--- src/rtl/tpram_fifo_ctrl.sv ---
// tpram_fifo_ctrl
// FIFO controller wrapped around an external 64x144 two-port RAM. A 2-entry
// output buffer plus an in-flight flag hides the RAM's one-cycle read latency,
// so the head word is always held in flops and out_data never depends on the
// RAM's read port directly.
//
// Build option: macro TPRAM_DUAL_ACCESS_EN
//   defined   - a read and a write may both reach the RAM in the same cycle.
//   undefined - at most one RAM access per cycle. Reads win, and a write is
//               held off (in_ready low) in any cycle that issues a read.
module tpram_fifo_ctrl (
   input  logic         clk,
   input  logic         rst,
   input  logic         in_valid,
   output logic         in_ready,
   input  logic [143:0] in_data,
   output logic         out_valid,
   input  logic         out_ready,
   output logic [143:0] out_data,
   output logic [6:0]   count,
   output logic         ram_rceb,
   output logic [5:0]   ram_raddr,
   input  logic [143:0] ram_rdata,
   output logic         ram_wceb,
   output logic [5:0]   ram_waddr,
   output logic [143:0] ram_wdata
);
   localparam int         DW    = 144;
   localparam int         AW    = 6;
   localparam logic [6:0] DEPTH = 7'd64;

   logic [AW-1:0] wr_ptr_reg;
   logic [AW-1:0] rd_ptr_reg;
   logic [6:0]    ram_cnt_reg;
   logic [6:0]    ram_cnt_next;
   logic [1:0]    obuf_cnt_reg;
   logic [1:0]    obuf_cnt_next;
   logic          inflight_reg;
   logic [6:0]    count_reg;
   logic [6:0]    count_next;
   logic [DW-1:0] obuf_reg [2];

   logic       pop;
   logic       rd_issue;
   logic       wr_en;
   logic       space_ok;
   logic [2:0] occ;
   logic [2:0] occ_limit;
   logic       cap_slot;

   assign pop       = out_valid & out_ready;
   assign out_valid = (obuf_cnt_reg != 2'd0);
   assign out_data  = obuf_reg[0];
   assign count     = count_reg;

   // A read may only be launched if its data is guaranteed a buffer slot:
   // words already buffered plus the one in flight, less this cycle's pop,
   // must stay below 2. Written as occ < 2 + pop to avoid an underflow.
   assign occ       = {1'b0, obuf_cnt_reg} + {2'b00, inflight_reg};
   assign occ_limit = 3'd2 + {2'b00, pop};
   assign rd_issue  = ~rst & (ram_cnt_reg != 7'd0) & (occ < occ_limit);

   assign space_ok  = ~rst & (ram_cnt_reg < DEPTH);
`ifdef TPRAM_DUAL_ACCESS_EN
   assign in_ready  = space_ok;
`else
   assign in_ready  = space_ok & ~rd_issue;
`endif
   assign wr_en     = in_valid & in_ready;

   // Since ram_cnt is in 1..63 whenever both ports are active, rd_ptr can
   // never equal wr_ptr in a cycle that reads and writes together.
   assign ram_rceb  = ~rd_issue;
   assign ram_raddr = rd_ptr_reg;
   assign ram_wceb  = ~wr_en;
   assign ram_waddr = wr_ptr_reg;
   assign ram_wdata = in_data;

   // Next-state occupancy; count is the sum of what every stage will hold.
   // The landing slot for returning read data is obuf_cnt - pop, which is
   // always 0 or 1, so its low bit alone selects the slot.
   always_comb begin
      ram_cnt_next  = ram_cnt_reg + {6'd0, wr_en} - {6'd0, rd_issue};
      obuf_cnt_next = obuf_cnt_reg + {1'b0, inflight_reg} - {1'b0, pop};
      count_next    = ram_cnt_next + {5'd0, obuf_cnt_next} + {6'd0, rd_issue};
      cap_slot      = obuf_cnt_reg[0] ^ pop;
   end

   // Pointers, occupancy counters and the registered word count.
   always_ff @(posedge clk) begin
      if (rst) begin
         wr_ptr_reg   <= '0;
         rd_ptr_reg   <= '0;
         ram_cnt_reg  <= '0;
         obuf_cnt_reg <= '0;
         inflight_reg <= 1'b0;
         count_reg    <= '0;
      end else begin
         if (wr_en) begin
            wr_ptr_reg <= wr_ptr_reg + 6'd1;
         end
         if (rd_issue) begin
            rd_ptr_reg <= rd_ptr_reg + 6'd1;
         end
         ram_cnt_reg  <= ram_cnt_next;
         obuf_cnt_reg <= obuf_cnt_next;
         inflight_reg <= rd_issue;
         count_reg    <= count_next;
      end
   end

   // Output buffer data: shift on pop, then land returning RAM data behind
   // whatever remains; the later assignment wins when both hit slot 0.
   always_ff @(posedge clk) begin
      if (pop) begin
         obuf_reg[0] <= obuf_reg[1];
      end
      if (inflight_reg & ~rst) begin
         obuf_reg[cap_slot] <= ram_rdata;
      end
   end

endmodule

--- config.mk ---
export PLATFORM = sky130hd
export DESIGN_NAME = tpram_fifo_ctrl
export DESIGN_NICKNAME = d
export VERILOG_FILES = /design/src/rtl/tpram_fifo_ctrl.sv
export SDC_FILE = /design/constraint.sdc
export NUM_CORES = 1
export LEC_CHECK = 0
export CORE_AREA = 2 2 238 240
export CTS_BUF_LIST = sky130_fd_sc_hd__clkbuf_4 sky130_fd_sc_hd__clkbuf_8
export CTS_CLUSTER_DIAMETER = 100
export DETAILED_ROUTE_END_ITERATION = 6
export DIE_AREA = 0 0 240 242
export GPL_TIMING_DRIVEN = 0
export PLACE_DENSITY = 0.63
export SLEW_MARGIN = 20
export SYNTH_ARGS = -nofsm -noshare
export SYNTH_HDL_FRONTEND = slang
export SYNTH_SLANG_ARGS = --single-unit
--- constraint.sdc ---
create_clock -name clk -period 14.5 [get_ports clk]
set_input_delay 1.45 -clock clk [delete_from_list [all_inputs] [get_ports clk]]
set_output_delay 1.45 -clock clk [all_outputs]
set_load 0.005 [all_outputs]
==> flow_summary.json, run 1 <==
{
  "finalSetupViolations": 0,
  "placedCellCount": 2005,
  "vias": 8159,
  "drt_iter0_markers": 328,
  "antenna_found_initial": 3,
  "die_w_um": 240,
  "ant_nets": 0,
  "ios": 603,
  "wl_mm": 36.8,
  "clock-root-buffer": "clkbuf_8",
  "p_leak_nw": 7.20,
  "synth_area_um2": 13100,
  "synth_top_family_by_area": "multiplexers",
  "cp-start-kind": "input port",
  "grt_usage_pct": 12.1,
  "peakVddDrop_uv": 87.7,
  "dpl.hpwl_mm": 28.1,
  "postCtsSetupBuffers": 0,
  "fillers": 5403,
  "final_cell_area_um2": 19900,
  "final-max-slew-violation-count": 0,
  "slowest_delay_ns": 0.58,
  "drive_gt1_share_pct": 20.9,
  "syn-num-nets": 1082,
  "final_cells": 2109,
  "maxCapViolCount": 0,
  "rows": 87,
  "path_clk_slew_ns": 0.06,
  "tightest_slew_ns": 0.611,
  "yosysWarnings": 0,
  "initial_core_util_pct": 23.4,
  "cp_common_cell": "clkdlybuf4s50_1",
  "drc_errors": 0,
  "firstDrtPassIters": 4,
  "fin_util_pct": 35.7,
  "fp.dieArea_um2": 58100,
  "nets": 1618,
  "synth_cell_types": 46,
  "largest_reg_flops": 288,
  "clock-sinks": 317,
  "cp_max_fo": 11,
  "muxShareOfSynthArea_pct": 12.9,
  "grt_pass1_vias": 8658,
  "synth-xor-area-share_pct": 0.939,
  "fin_crit_ns": 4.93,
  "hold_class": "reg -> reg",
  "syn_inst": 771,
  "cp_cell_sequence": "clkdlybuf4s50_1 > o21ai_1 > o21ai_2 > nand3_2 > inv_2 > nor3_1 > clkdlybuf4s50_1",
  "cts-resized-gates": 0,
  "slowest_stage": "clkdlybuf4s50_1",
  "regArea_um2": 9230,
  "clk_path_buf_depth": 3,
  "crit_type": "in -> out",
  "finalSetupTns_ns": 0,
  "max_freq_mhz": 203,
  "layout_commonest_cell": "clkdlybuf4s50_1",
  "grt_remaining_overflow": 0,
  "finalHoldViolCount": 0,
  "skew_ns": 0.0283,
  "gp_congestion": 0.773,
  "powerDensity_nw_per_um2": 155,
  "grt_max_degree": 51,
  "status": "finished, final reports clean",
  "ys_seq_area_share_pct": 70.6,
  "cts_hold_buf": 0,
  "cts_tree": "done",
  "grt_pass1_wl_mm": 53.6,
  "syn_avg_cell_area_um2": 16.9,
  "numPortBuffers": 457,
  "dpl-instance-area_um2": 18800,
  "rsz0062_at_grt": "false",
  "multi_input_area_um2": 2590,
  "cp-end-kind": "output port",
  "yosys.area_share.adder_pct": 1.99,
  "min_period_over_period_pct": 34.0,
  "synth_seq_cells": 317,
  "routed_via_density": 3.87,
  "h-tree-depth": 2,
  "die_h_um": 242,
  "final_cell_mix": "clkdlybuf4s50_1 (457), edfxtp_1 (288), buf_4 (158), mux2_1 (144), clkbuf_8 (56)",
  "finalPower_mw": 3.08,
  "synth-simple-area-share_pct": 2.40,
  "cts_buffers": 56,
  "core_area_um2": 55700,
  "worstSkewPairLatency_ns": 0.62,
  "drt-wirelength-per-cell_um": 17.5,
  "worstPathRequired_ns": 13.05,
  "cp_data_arrival_time_ns": 3.48,
  "area_growth_pct": 52.3,
  "synth_compound_area_share_pct": 1.52,
  "slew_headroom_pct": 59.3
}
## through the flow
stage | worst slack [ns] | hold slack [ns]
after floorplan | 2.33 | 0.464
after global placement | -5.00 | 0.494
after detailed placement | 9.08 | 0.496
after CTS | 9.52 | 0.516
after global routing | 9.45 | 0.516
final | 9.57 | 0.516
## worst max-delay path, delay by kind of cell
family | cells | cell delay [ns]
simple gates | 2 | 0.48
buf+inv | 3 | 1.13
compound gates | 2 | 0.42
## final timing paths
check,cells past startpoint,slack [ns],end,start
worst max-delay path,7,9.57,in_ready,out_ready
worst min-delay path,1,0.52,obuf_reg[0][16],obuf_reg[1][16]
worst max register to register,16,10.42,count[6],ram_cnt_reg[3]
worst min register to register,1,0.52,obuf_reg[0][16],obuf_reg[1][16]
## report_power, final
group | switching [mW] | total [mW] | internal (mW)
combinational | 0.462 | 0.989 | 0.528
clock | 0.379 | 0.799 | 0.419
sequential | 0.0521 | 1.29 | 1.24
## metal layers
layer  GRT usage (%)  part of all wire (%)  up-vias
li1                -                     -     3794
met1            13.4                    38     3910
met2            21.3                    50      384
met3            4.34                   9.1       69
met4            4.59                   2.9        2
met5               0                 0.035        -
## cells by family after synthesis
kind of cell / Yosys count
compound gates: 27
xor+xnor: 14
fa+ha+maj: 19
buf+inv: 184
flops: 317
mux: 150
simple gates: 60
## cell usage after synthesis (all sizes together)
cell	number	area [µm²]
o21ai	5	28.8
xnor2	11	96.3
or3b	1	8.76
nor4	1	12.5
or4	1	11.3
o32ai	1	8.76
inv	20	75.1
nand3	5	30.0
dfxtp	29	581
or2	1	6.26
nor4b	2	17.5
nand2	11	41.3
a211oi	3	32.5
and4	1	8.76
xor2	3	26.3
o21a	2	15.0
a2111oi	1	15.0
edfxtp	288	8650
and3	1	6.26
nor2b	3	18.8
nand4	1	6.26
o21bai	1	7.51
or3	5	31.3
fa	3	60.1
o31ai	1	7.51
buf	162	1180
mux2i	6	60.1
nor2	22	82.6
ha	16	200
o2bb2ai	1	8.76
mux2	144	1620
a31o	1	8.76
a21oi	10	57.6
clkbuf	2	7.51
nand2b	1	6.26
a211o	1	8.76
nor3	3	15.0
nand4bb	1	11.3
## cell type report
type	instances	area share [%]
well taps	756	4.75
clock buffers	71	4.44
clock inverters	31	0.905
flip-flops and latches	317	46.4
multi-input cells	270	13.0
repair buffers	478	24.2
diodes	2	0.0252
plain buffers	164	5.95
inverters	20	0.377
No activity file was read; power rests on OpenSTA's default activity.
==> inputs of run 2 (changes only) <==
--- a/config.mk
+++ b/config.mk
@@ -5,13 +5,13 @@
 export SDC_FILE = /design/constraint.sdc
 export NUM_CORES = 1
 export LEC_CHECK = 0
-export CORE_AREA = 2 2 238 240
+export CORE_AREA = 2 2 235 237
 export CTS_BUF_LIST = sky130_fd_sc_hd__clkbuf_4 sky130_fd_sc_hd__clkbuf_8
 export CTS_CLUSTER_DIAMETER = 100
 export DETAILED_ROUTE_END_ITERATION = 6
-export DIE_AREA = 0 0 240 242
+export DIE_AREA = 0 0 237 239
 export GPL_TIMING_DRIVEN = 0
-export PLACE_DENSITY = 0.63
+export PLACE_DENSITY = 0.66
 export SLEW_MARGIN = 20
 export SYNTH_ARGS = -nofsm -noshare
 export SYNTH_HDL_FRONTEND = slang
==> constraint.sdc (replaced) <==
create_clock -name clk -period 4 [get_ports clk]
set_input_delay 0.4 -clock clk [delete_from_list [all_inputs] [get_ports clk]]
set_output_delay 0.4 -clock clk [all_outputs]
set_load 0.005 [all_outputs]
==> run 2 against run 1 <==
Net effect: global-route usage grew 0.68 points; worst hold slack lost 0.16 ns; setup slack lost 9.3 ns; combinational power grew to 3.8 times the previous value; via count shrank 0.23%; sequential cell count is the same; first-iteration DRC count shrank 20%; power grew to 3.7 times the previous value; core utilization grew 1.1 points; register-to-register slack lost 10 ns; clock skew grew 0.0062 ns; largest power group unchanged.
==> flow_summary.json, run 2 (synthesis gave the netlist of run 1 again) <==
{
  "status": "finished, final reports clean",
  "h-tree-depth": 2,
  "finalHoldViolCount": 0,
  "startpoint": "obuf_cnt_reg[0]",
  "worstHoldPathCells": 1,
  "fin_crit_ns": 3.78,
  "max_freq_mhz": 264,
  "peakVddDrop_uv": 568,
  "rr_worst_depth": 15,
  "hold_class": "in -> reg",
  "numPortBuffers": 457,
  "cts_tree": "done",
  "final_cell_area_um2": 20000,
  "rsz0062_at_grt": "false",
  "worstSkewPairLatency_ns": 0.62,
  "grt_usage_pct": 12.8,
  "ios": 603,
  "core_area_um2": 54300,
  "p_leak_nw": 7.22,
  "vias": 8140,
  "grt_pass1_vias": 8697,
  "antenna_found_initial": 5,
  "cts_buffers": 55,
  "die_w_um": 237,
  "cp-start-kind": "flip-flop",
  "fillers": 5103,
  "routed_via_density": 3.97,
  "reg2reg_to": "count[4]",
  "drt_iter0_markers": 263,
  "grt_pass1_wl_mm": 54.6,
  "path_clk_slew_ns": 0.06,
  "crit_end": "count[4]",
  "cp-end-kind": "flip-flop",
  "wl_mm": 38.2,
  "drive_gt1_share_pct": 21.4,
  "nets": 1614,
  "area_growth_pct": 53.2,
  "worstPathRequired_ns": 4.46,
  "whs_ns": 0.359,
  "clk_path_buf_depth": 3,
  "clock-root-buffer": "clkbuf_8",
  "initial_core_util_pct": 24.0,
  "finalSetupViolations": 0,
  "fp.dieArea_um2": 56600,
  "layout_commonest_cell": "clkdlybuf4s50_1",
  "cp_max_fo": 6,
  "cp_data_arrival_time_ns": 4.24,
  "tightest_slew_ns": 0.594,
  "gp_congestion": 0.776,
  "dpl.hpwl_mm": 29.0,
  "largest_reg_flops": 288,
  "powerDensity_nw_per_um2": 570,
  "multi_input_area_um2": 2690,
  "ant_nets": 0,
  "slew_headroom_pct": 60.4,
  "clock-sinks": 317,
  "final_cell_mix": "clkdlybuf4s50_1 (457), edfxtp_1 (288), buf_4 (147), mux2_1 (144), clkbuf_8 (56)",
  "dpl-instance-area_um2": 18800,
  "maxCapViolCount": 0,
  "drc_errors": 0,
  "rr_startpoint": "obuf_cnt_reg[0]",
  "grt_remaining_overflow": 0,
  "grt_max_degree": 85,
  "skew_ns": 0.0346,
  "drt-wirelength-per-cell_um": 18.6,
  "die_h_um": 239,
  "final-max-slew-violation-count": 0,
  "firstDrtPassIters": 4,
  "crit_type": "reg -> reg",
  "rows": 86,
  "regArea_um2": 9230,
  "r2r_slack_ns": 0.22,
  "min_period_over_period_pct": 94.5
}
## run 2: worst min-delay path by stage
stage | start | to | slack [ns]
4_1_cts | ram_rdata[34] | obuf_reg[1][34] | 0.28
5_1_grt | ram_rdata[141] | obuf_reg[1][141] | 0.30
3_3_place_gp | ram_waddr[4] | ram_waddr[4] | 0.48
6_report | ram_rdata[65] | obuf_reg[1][65] | 0.36
3_5_place_dp | ram_raddr[5] | ram_raddr[5] | 0.49
2_1_floorplan | ram_waddr[4] | ram_waddr[4] | 0.46
## run 2: worst max-delay path, cell delays in order (launching register included)
cell,delay [ns]
dfxtp_2,0.35
ha_1,0.23
ha_4,0.28
o21ai_4,0.09
a21oi_4,0.18
inv_1,0.09
ha_1,0.28
inv_1,0.04
ha_1,0.21
fa_1,0.53
inv_1,0.08
fa_2,0.40
or3b_4,0.44
mux2i_4,0.23
xnor2_1,0.15
nor2_1,0.06
## run 2: what timing repair did
action | 4_1_cts | 5_1_grt
gates resized for setup | 7 | 7
cloned | 0 | 0
setup buffers | 0 | 3
hold buffers | 1 | 0
hold endpoints to repair | 3 | 0
endpoints found under the setup margin | 2 | 3
pin swaps | 1 | 2
## run 2: area by class of cell
cell class                      count  area share, %
Timing Repair Buffer              475           24.2
Tap cell                          704           4.40
Multi-Input combinational cell    270           13.4
Buffer                            164           5.94
Inverter                           20          0.375
Clock buffer                       69           4.34
Clock inverter                     31           1.21
Antenna cell                        1         0.0125
Sequential cell                   317           46.1
## run 2: metal layers
layer  routed length [µm]  up-vias  GRT usage (%)  part of all wire [%]
met5                   46        -              0                  0.12
met4                  957        6           3.95                   2.5
met3                 3540       64           5.35                   9.3
met2                18900      372           21.9                    49
met1                14800     3918           14.6                    39
li1                     -     3780              -                     -
## run 2: per-stage QoR
stage / TNS (ns) / worst slack [ns] / instances / util (%) / total power, mW
finish: 0 / 0.219 / 2051 / 36.8 / 11.4
global route: 0 / 0.0286 / 2051 / 36.8 / 12.1
CTS: 0 / 0.0136 / 2047 / 36.7 / 11.6
detailed placement: -1.47 / -0.590 / 1946 / 34.6 / 8.41
global placement: -710.37 / -3.35 / 1932 / 34.1 / 8.37
floorplan: -63.42 / -0.440 / 771 / - / 6.50
## run 2: where the power goes
part / switching (mW) / internal (mW) / total [mW]
Sequential: 0.200 / 4.49 / 4.69
Combinational: 1.76 / 1.96 / 3.72
Clock: 1.36 / 1.63 / 3.00
Total: 3.33 / 8.08 / 11.4
